$ cat config.mk
export PLATFORM = sky130hd
export DESIGN_NAME = mips_multicycle_control_flat
export DESIGN_NICKNAME = d
export VERILOG_FILES = /design/src/rtl/mips_multicycle_control_pkg.sv /design/src/rtl/mips_multicycle_control_if.sv /design/src/rtl/mips_multicycle_control.sv /design/src/flat_wrapper.sv
export SDC_FILE = /design/constraint.sdc
export NUM_CORES = 1
export LEC_CHECK = 0
export ABC_AREA = 1
export ABC_CLOCK_PERIOD_IN_PS = 3900
export CAP_MARGIN = 10
export CORE_MARGIN = 10
export CORE_UTILIZATION = 30
export CTS_CLUSTER_DIAMETER = 200
export CTS_CLUSTER_SIZE = 16
export DETAILED_ROUTE_END_ITERATION = 8
export PLACE_DENSITY_LB_ADDON = 0.12
export SLEW_MARGIN = 20
export SYNTH_ARGS = -nofsm -noshare
export SYNTH_HDL_FRONTEND = slang
export SYNTH_SLANG_ARGS = --single-unit
$ cat constraint.sdc
create_clock -name clk -period 3.9 [get_ports clk]
set_input_delay 0.975 -clock clk [delete_from_list [all_inputs] [get_ports clk]]
set_output_delay 0.975 -clock clk [all_outputs]
set_load 0.1 [all_outputs]
$ cat src/rtl/mips_multicycle_control_pkg.sv
// Shared constants for the multicycle MIPS control path: opcodes, ALUOp codes,
// datapath select encodings, the control state enum and the ALU-control jr decode.
package mips_pkg;

    localparam logic [5:0] OP_RTYPE = 6'd0;
    localparam logic [5:0] OP_J     = 6'd2;
    localparam logic [5:0] OP_JAL   = 6'd3;
    localparam logic [5:0] OP_BEQ   = 6'd4;
    localparam logic [5:0] OP_ADDI  = 6'd8;
    localparam logic [5:0] OP_ANDI  = 6'd12;
    localparam logic [5:0] OP_LW    = 6'd35;
    localparam logic [5:0] OP_SW    = 6'd43;

    localparam logic [5:0] FUNCT_JR = 6'd8;

    localparam logic [1:0] ALUOP_ADD     = 2'b00;
    localparam logic [1:0] ALUOP_SUB     = 2'b01;
    localparam logic [1:0] ALUOP_RFORMAT = 2'b10;
    localparam logic [1:0] ALUOP_AND     = 2'b11;

    localparam logic [1:0] SRCB_B       = 2'b00;
    localparam logic [1:0] SRCB_FOUR    = 2'b01;
    localparam logic [1:0] SRCB_IMM     = 2'b10;
    localparam logic [1:0] SRCB_IMM_SH2 = 2'b11;

    localparam logic [1:0] PCSRC_ALU    = 2'b00;
    localparam logic [1:0] PCSRC_ALUOUT = 2'b01;
    localparam logic [1:0] PCSRC_JUMP   = 2'b10;
    localparam logic [1:0] PCSRC_REGA   = 2'b11;

    localparam logic [1:0] REGDST_RT = 2'b00;
    localparam logic [1:0] REGDST_RD = 2'b01;
    localparam logic [1:0] REGDST_RA = 2'b10;

    localparam logic [1:0] MTR_ALUOUT = 2'b00;
    localparam logic [1:0] MTR_MDR    = 2'b01;
    localparam logic [1:0] MTR_PC     = 2'b10;

    typedef enum logic [3:0] {
        S_FETCH  = 4'd0,
        S_DECODE = 4'd1,
        S_MEMADR = 4'd2,
        S_MEMRD  = 4'd3,
        S_MEMWB  = 4'd4,
        S_MEMWR  = 4'd5,
        S_EXEC   = 4'd6,
        S_RWB    = 4'd7,
        S_BRANCH = 4'd8,
        S_ADDIEX = 4'd9,
        S_ANDIEX = 4'd10,
        S_IWB    = 4'd11,
        S_JUMP   = 4'd12,
        S_JAL    = 4'd13
    } state_t;

    // jr decode of the ALU control unit that sits beside this FSM in the datapath.
    function automatic logic alu_jr(input logic [1:0] alu_op, input logic [5:0] funct);
        return (alu_op == ALUOP_RFORMAT) && (funct == FUNCT_JR);
    endfunction

endpackage

$ cat src/rtl/mips_multicycle_control_if.sv
// Control bundle between the multicycle FSM (master) and the datapath (slave).
interface mips_multicycle_control_if;
    logic [5:0] opcode;
    logic       jr;
    logic       mem_ready;

    logic       pc_write;
    logic       pc_write_cond;
    logic       iord;
    logic       mem_read;
    logic       mem_write;
    logic       ir_write;
    logic       reg_write;
    logic       alu_src_a;
    logic [1:0] reg_dst;
    logic [1:0] mem_to_reg;
    logic [1:0] alu_src_b;
    logic [1:0] alu_op;
    logic [1:0] pc_source;
    logic       illegal_op;
    logic [3:0] state;

    modport master (
        input  opcode, jr, mem_ready,
        output pc_write, pc_write_cond, iord, mem_read, mem_write, ir_write,
               reg_write, alu_src_a, reg_dst, mem_to_reg, alu_src_b, alu_op,
               pc_source, illegal_op, state
    );

    modport slave (
        output opcode, jr, mem_ready,
        input  pc_write, pc_write_cond, iord, mem_read, mem_write, ir_write,
               reg_write, alu_src_a, reg_dst, mem_to_reg, alu_src_b, alu_op,
               pc_source, illegal_op, state
    );
endinterface

$ cat src/rtl/mips_multicycle_control.sv
// Main control FSM of the multicycle MIPS: steps each instruction through its
// states and decodes datapath selects/enables, stalling memory states on mem_ready.
module mips_multicycle_control
    import mips_pkg::*;
(
    input  logic                       clk,
    input  logic                       reset,
    mips_multicycle_control_if.master  bus
);

    state_t state_reg;
    state_t state_next;

    always_ff @(posedge clk) begin
        if (reset) begin
            state_reg <= S_FETCH;
        end else begin
            state_reg <= state_next;
        end
    end

    always_comb begin
        state_next = S_FETCH;
        case (state_reg)
            S_FETCH:  state_next = bus.mem_ready ? S_DECODE : S_FETCH;
            S_DECODE: begin
                case (bus.opcode)
                    OP_RTYPE:      state_next = S_EXEC;
                    OP_LW, OP_SW:  state_next = S_MEMADR;
                    OP_BEQ:        state_next = S_BRANCH;
                    OP_ADDI:       state_next = S_ADDIEX;
                    OP_ANDI:       state_next = S_ANDIEX;
                    OP_J:          state_next = S_JUMP;
                    OP_JAL:        state_next = S_JAL;
                    default:       state_next = S_FETCH;
                endcase
            end
            S_MEMADR: state_next = (bus.opcode == OP_LW) ? S_MEMRD : S_MEMWR;
            S_MEMRD:  state_next = bus.mem_ready ? S_MEMWB : S_MEMRD;
            S_MEMWB:  state_next = S_FETCH;
            S_MEMWR:  state_next = bus.mem_ready ? S_FETCH : S_MEMWR;
            // jr finishes in EXEC so that a register-indirect jump never writes back.
            S_EXEC:   state_next = bus.jr ? S_FETCH : S_RWB;
            S_RWB:    state_next = S_FETCH;
            S_BRANCH: state_next = S_FETCH;
            S_ADDIEX: state_next = S_IWB;
            S_ANDIEX: state_next = S_IWB;
            S_IWB:    state_next = S_FETCH;
            S_JUMP:   state_next = S_FETCH;
            S_JAL:    state_next = S_FETCH;
            default:  state_next = S_FETCH;
        endcase
    end

    always_comb begin
        bus.pc_write      = 1'b0;
        bus.pc_write_cond = 1'b0;
        bus.iord          = 1'b0;
        bus.mem_read      = 1'b0;
        bus.mem_write     = 1'b0;
        bus.ir_write      = 1'b0;
        bus.reg_write     = 1'b0;
        bus.alu_src_a     = 1'b0;
        bus.reg_dst       = REGDST_RT;
        bus.mem_to_reg    = MTR_ALUOUT;
        bus.alu_src_b     = SRCB_B;
        bus.alu_op        = ALUOP_ADD;
        bus.pc_source     = PCSRC_ALU;
        bus.illegal_op    = 1'b0;
        case (state_reg)
            S_FETCH: begin
                bus.mem_read  = 1'b1;
                bus.alu_src_b = SRCB_FOUR;
                bus.ir_write  = bus.mem_ready;
                bus.pc_write  = bus.mem_ready;
            end
            S_DECODE: begin
                bus.alu_src_b = SRCB_IMM_SH2;
                case (bus.opcode)
                    OP_RTYPE, OP_LW, OP_SW, OP_BEQ,
                    OP_ADDI, OP_ANDI, OP_J, OP_JAL: bus.illegal_op = 1'b0;
                    default:                        bus.illegal_op = 1'b1;
                endcase
            end
            S_MEMADR: begin
                bus.alu_src_a = 1'b1;
                bus.alu_src_b = SRCB_IMM;
            end
            S_MEMRD: begin
                bus.mem_read = 1'b1;
                bus.iord     = 1'b1;
            end
            S_MEMWB: begin
                bus.reg_write  = 1'b1;
                bus.mem_to_reg = MTR_MDR;
            end
            S_MEMWR: begin
                bus.mem_write = 1'b1;
                bus.iord      = 1'b1;
            end
            S_EXEC: begin
                bus.alu_src_a = 1'b1;
                bus.alu_op    = ALUOP_RFORMAT;
                if (bus.jr) begin
                    bus.pc_write  = 1'b1;
                    bus.pc_source = PCSRC_REGA;
                end
            end
            S_RWB: begin
                bus.reg_write = 1'b1;
                bus.reg_dst   = REGDST_RD;
            end
            S_BRANCH: begin
                bus.alu_src_a     = 1'b1;
                bus.alu_op        = ALUOP_SUB;
                bus.pc_write_cond = 1'b1;
                bus.pc_source     = PCSRC_ALUOUT;
            end
            S_ADDIEX: begin
                bus.alu_src_a = 1'b1;
                bus.alu_src_b = SRCB_IMM;
            end
            S_ANDIEX: begin
                bus.alu_src_a = 1'b1;
                bus.alu_src_b = SRCB_IMM;
                bus.alu_op    = ALUOP_AND;
            end
            S_IWB: begin
                bus.reg_write = 1'b1;
            end
            S_JUMP: begin
                bus.pc_write  = 1'b1;
                bus.pc_source = PCSRC_JUMP;
            end
            S_JAL: begin
                bus.pc_write   = 1'b1;
                bus.pc_source  = PCSRC_JUMP;
                bus.reg_write  = 1'b1;
                bus.reg_dst    = REGDST_RA;
                bus.mem_to_reg = MTR_PC;
            end
            default: ;
        endcase
        // Reset withdraws every request immediately so an aborted instruction leaves no partial write.
        if (reset) begin
            bus.pc_write      = 1'b0;
            bus.pc_write_cond = 1'b0;
            bus.ir_write      = 1'b0;
            bus.mem_read      = 1'b0;
            bus.mem_write     = 1'b0;
            bus.reg_write     = 1'b0;
            bus.illegal_op    = 1'b0;
        end
    end

    assign bus.state = state_reg;

endmodule

$ cat src/flat_wrapper.sv
// flat-port wrapper written by rule: the top's interface ports become plain ports
module mips_multicycle_control_flat import mips_pkg::*;
  (clk, reset, bus_opcode, bus_jr, bus_mem_ready, bus_pc_write, bus_pc_write_cond, bus_iord, bus_mem_read, bus_mem_write, bus_ir_write, bus_reg_write, bus_alu_src_a, bus_reg_dst, bus_mem_to_reg, bus_alu_src_b, bus_alu_op, bus_pc_source, bus_illegal_op, bus_state);
  mips_multicycle_control_if bus_i ();
  input  logic clk;
  input  logic reset;
  input wire logic [$bits(bus_i.opcode)-1:0] bus_opcode;
  input wire logic [$bits(bus_i.jr)-1:0] bus_jr;
  input wire logic [$bits(bus_i.mem_ready)-1:0] bus_mem_ready;
  output wire logic [$bits(bus_i.pc_write)-1:0] bus_pc_write;
  output wire logic [$bits(bus_i.pc_write_cond)-1:0] bus_pc_write_cond;
  output wire logic [$bits(bus_i.iord)-1:0] bus_iord;
  output wire logic [$bits(bus_i.mem_read)-1:0] bus_mem_read;
  output wire logic [$bits(bus_i.mem_write)-1:0] bus_mem_write;
  output wire logic [$bits(bus_i.ir_write)-1:0] bus_ir_write;
  output wire logic [$bits(bus_i.reg_write)-1:0] bus_reg_write;
  output wire logic [$bits(bus_i.alu_src_a)-1:0] bus_alu_src_a;
  output wire logic [$bits(bus_i.reg_dst)-1:0] bus_reg_dst;
  output wire logic [$bits(bus_i.mem_to_reg)-1:0] bus_mem_to_reg;
  output wire logic [$bits(bus_i.alu_src_b)-1:0] bus_alu_src_b;
  output wire logic [$bits(bus_i.alu_op)-1:0] bus_alu_op;
  output wire logic [$bits(bus_i.pc_source)-1:0] bus_pc_source;
  output wire logic [$bits(bus_i.illegal_op)-1:0] bus_illegal_op;
  output wire logic [$bits(bus_i.state)-1:0] bus_state;
  assign bus_i.opcode = bus_opcode;
  assign bus_i.jr = bus_jr;
  assign bus_i.mem_ready = bus_mem_ready;
  assign bus_pc_write = bus_i.pc_write;
  assign bus_pc_write_cond = bus_i.pc_write_cond;
  assign bus_iord = bus_i.iord;
  assign bus_mem_read = bus_i.mem_read;
  assign bus_mem_write = bus_i.mem_write;
  assign bus_ir_write = bus_i.ir_write;
  assign bus_reg_write = bus_i.reg_write;
  assign bus_alu_src_a = bus_i.alu_src_a;
  assign bus_reg_dst = bus_i.reg_dst;
  assign bus_mem_to_reg = bus_i.mem_to_reg;
  assign bus_alu_src_b = bus_i.alu_src_b;
  assign bus_alu_op = bus_i.alu_op;
  assign bus_pc_source = bus_i.pc_source;
  assign bus_illegal_op = bus_i.illegal_op;
  assign bus_state = bus_i.state;
  mips_multicycle_control u_core (.clk(clk), .reset(reset), .bus(bus_i));
endmodule
==> summary.txt <==
Final layout
  • Fill cell total of the finished layout: 188
  • Net count reported at finish: 149
  • Antenna diode instance count: 0
  • Area used by sequential logic in the layout: 80.1 µm²
  • Largest register FFs: 4
  • Layout cells sized above 1: 29.9%
  • P&R area growth vs syn: 78.0%
  • Area used by multi-input combinational logic: 434 µm²

Clock tree
  • Clock sink count: 4
  • Cts bufs inserted: 3
  • Count of instances resized after the clock tree is built: 0
  • Buffer count from post-CTS setup fixing: 0
  • CTS clk-pin slew, worst paths: 40 ps
  • Hold buffers post-CTS: 0
  • Clock H-tree levels: 1
  • Clock latency on the worst-skew pair: 230 ps
  • Bufs on Longest Clock Path: 2
  • Clock Root Buffer: clkbuf_4
  • Clock tree from TritonCTS: done

Drt
  • Wire length per cell: 11.9 µm
  • TritonRoute pass-1 iters: 4
  • Via/cell ratio: 4.70
  • Wire length after detailed routing: 1.93 mm
  • DR DRC count: 0
  • Number of violations reported at the end of detailed-routing iteration 0: 16
  • Remaining number of nets flagged by the antenna check after routing: 0
  • Via count of the routed design: 761

Placement
  • Post-DP HPWL: 1.68 mm
  • Count of buffers from port buffering: 32
  • Routability congestion estimate: 0.782
  • Worst setup slack after placement: 534 ps

Worst setup path
  • CP arrival: 2400 ps
  • Startpoint of the lowest-slack register-to-register path: u_core.bus.state[0]
  • CP endpoint kind: output pin
  • Top Family by Delay on Critical Path: buffers and inverters
  • Largest fanout on the critical path: 6
  • Start point of the critical path: bus_opcode[2]
  • Slowest stage cell, crit path: clkdlybuf4s50_1
  • Worst Path Buf+Inv: 2
  • Cell mode on critical path: nor2_1
  • Required time of the worst setup path: 2920 ps
  • Setup slack on the worst flop-to-flop path: 2530 ps
  • Start-to-end type of the worst setup path: input pin to output pin
  • Critical Path Start Type: input pin
  • Sequence of cells on the critical path: clkdlybuf4s50_1 > nor2_1 > o21ai_0 > nand2_1 > nand3_1 > nor2_1 > buf_12
  • Max stage delay on crit path: 430 ps

Yosys
  • Synth unique cells: 19
  • Post-synthesis area per instance: 5.29 µm²
  • Async set-or-reset flop fraction in the synthesized netlist: 0%
  • Number of enable-type register cells in the synthesized netlist: 0
  • Synth top area cells: nand2_1 16%, dfxtp_1 15%, nor2_1 14%
  • Post-Syn Area: 551 µm²
  • Largest area contributor in the synthesized netlist: nand2_1
  • Flip-flop cell with the highest count after synthesis: dfxtp_1
  • Synth Warn #: 0
  • Syn Inst Count: 104
  • Post-synthesis register bit count: 4
  • Most repeated cell in the gate-level netlist after synthesis: nand2_1
  • Most instantiated cells after synthesis: 24 x nand2_1, 21 x nor2_1, 14 x inv_1
  • Area fraction of the dominant cell type after synthesis: 16.4%
  • Synthesized net count: 114
  • Share of synthesized area occupied by flip-flops and latches: 14.5%

Floorplan
  • Chip width: 62.8 µm
  • Row count: 15
  • Top Ports: 33
  • Die ar.: 0.00395 mm²
  • Core box area: 0.00173 mm²
  • Initial Utilization: 31.9%
  • Vertical die dimension: 62.8 µm

STA
  • Crit share post-route: 86.4%
  • Worst max-slew margin expressed relative to the limit: 34.5%
  • Setup repair after global routing missed its margin: no
  • Slew at the pin closest to its max-slew limit: 979 ps
  • Setup-failing EPs final: 0
  • Total Negative Setup Slacks: 0 ps
  • Smallest setup slack after layout: 529 ps
  • Final Max Slew Viols: 0
  • Max Freq: 297 MHz
  • Final hold violations: 0
  • Clock Skews: 1.56 ps
  • Final min period: 3370 ps

Min path
  • Launch point of the worst hold path: u_core.bus.state[3]
  • Min-Delay Path Class: register to register

Global routing
  • First-pass GRT wire length: 3.21 mm
  • Via count of the first global-routing pass: 702
  • Total routing usage reported by global routing: 9.61%
  • Antenna violations before repair: 0
  • Grt ovf: 0
  • Pin count of the biggest net entering global routing: 11

Flow run
  • Max capacitance violation total: 0

Power
  • Maximum VDD drop: 166 µV
  • P_leak: 0.000478 µW
  • Power density over the cells: 189 mW/mm²

Run status
  • Run status: finished clean
layer usage:
layer	vias up	GRT usage (%)	wire, µm
met5	-	0	0
met4	0	3.35	5
met3	2	2.33	96
met2	16	17.2	1000
met1	342	10.7	826
li1	401	-	-
through the flow:
step	std cells	hold WS, ps	total power [µW]	instance area (µm²)	util, %
finish	162	820	186	980	56.7
detailed placement	159	801	136	957	55.4
global placement	159	766	136	957	55.4
global route	162	875	194	980	56.7
CTS	162	814	188	980	56.7
floorplan	104	1190	104	582	-
report_power, final:
group / internal [µW] / switching [µW]
Sequential: 42.2 / 3.24
Combinational: 28.9 / 60.9
Clock: 34.4 / 16.1
Total: 105 / 80.2
placed cells by master, fill, tap and decap left out:
cell,count
buf_4,14
a211oi_2,1
nand2_4,1
nor2_1,20
nand4_1,1
nand2_1,24
nand3b_1,2
clkbuf_4,3
o21ai_1,1
inv_2,1
inv_1,14
nand3_2,2
nor3_1,1
o21ai_0,2
clkdlybuf4s50_1,11
nor2_4,2
buf_12,7
dfxtp_1,4
a21oi_2,2
nand2_2,3
nor2_2,3
a21oi_1,4
nand3_1,12
nor3_4,1
nor3_2,1
worst paths after layout:
kind	end	depth (start not counted)
worst max-delay path	bus_illegal_op	7
worst min-delay path	u_core.bus.state[3]	4
worst max register to register	u_core.bus.state[0]	7
worst min register to register	u_core.bus.state[3]	4
cell type report:
type                            count  share of cell area [%]
Tap cell                           25                    3.19
Multi-Input combinational cell     83                    44.3
Timing Repair Buffer               32                    36.3
Clock buffer                        3                    2.30
Sequential cell                     4                    8.17
Inverter                           15                    5.75
cell families (layout without fill, tap and decap cells):
group,after synthesis,count (layout),synth area share [%]
and+or+nand+nor,73,73,63.6
buffers and inverters,17,50,12.3
AOI/OAI and AO/OA,10,10,9.55
DFF,4,4,14.5
worst register-to-register path, stage by stage (launching register included):
cell and delay [ps]:
dfxtp_1 580, inv_1 80, nand2_1 140, nand2_2 90, nand2_2 80, nand3_2 80
nor2_1 120, a21oi_1 70
No activity file was read; power rests on OpenSTA's default activity.
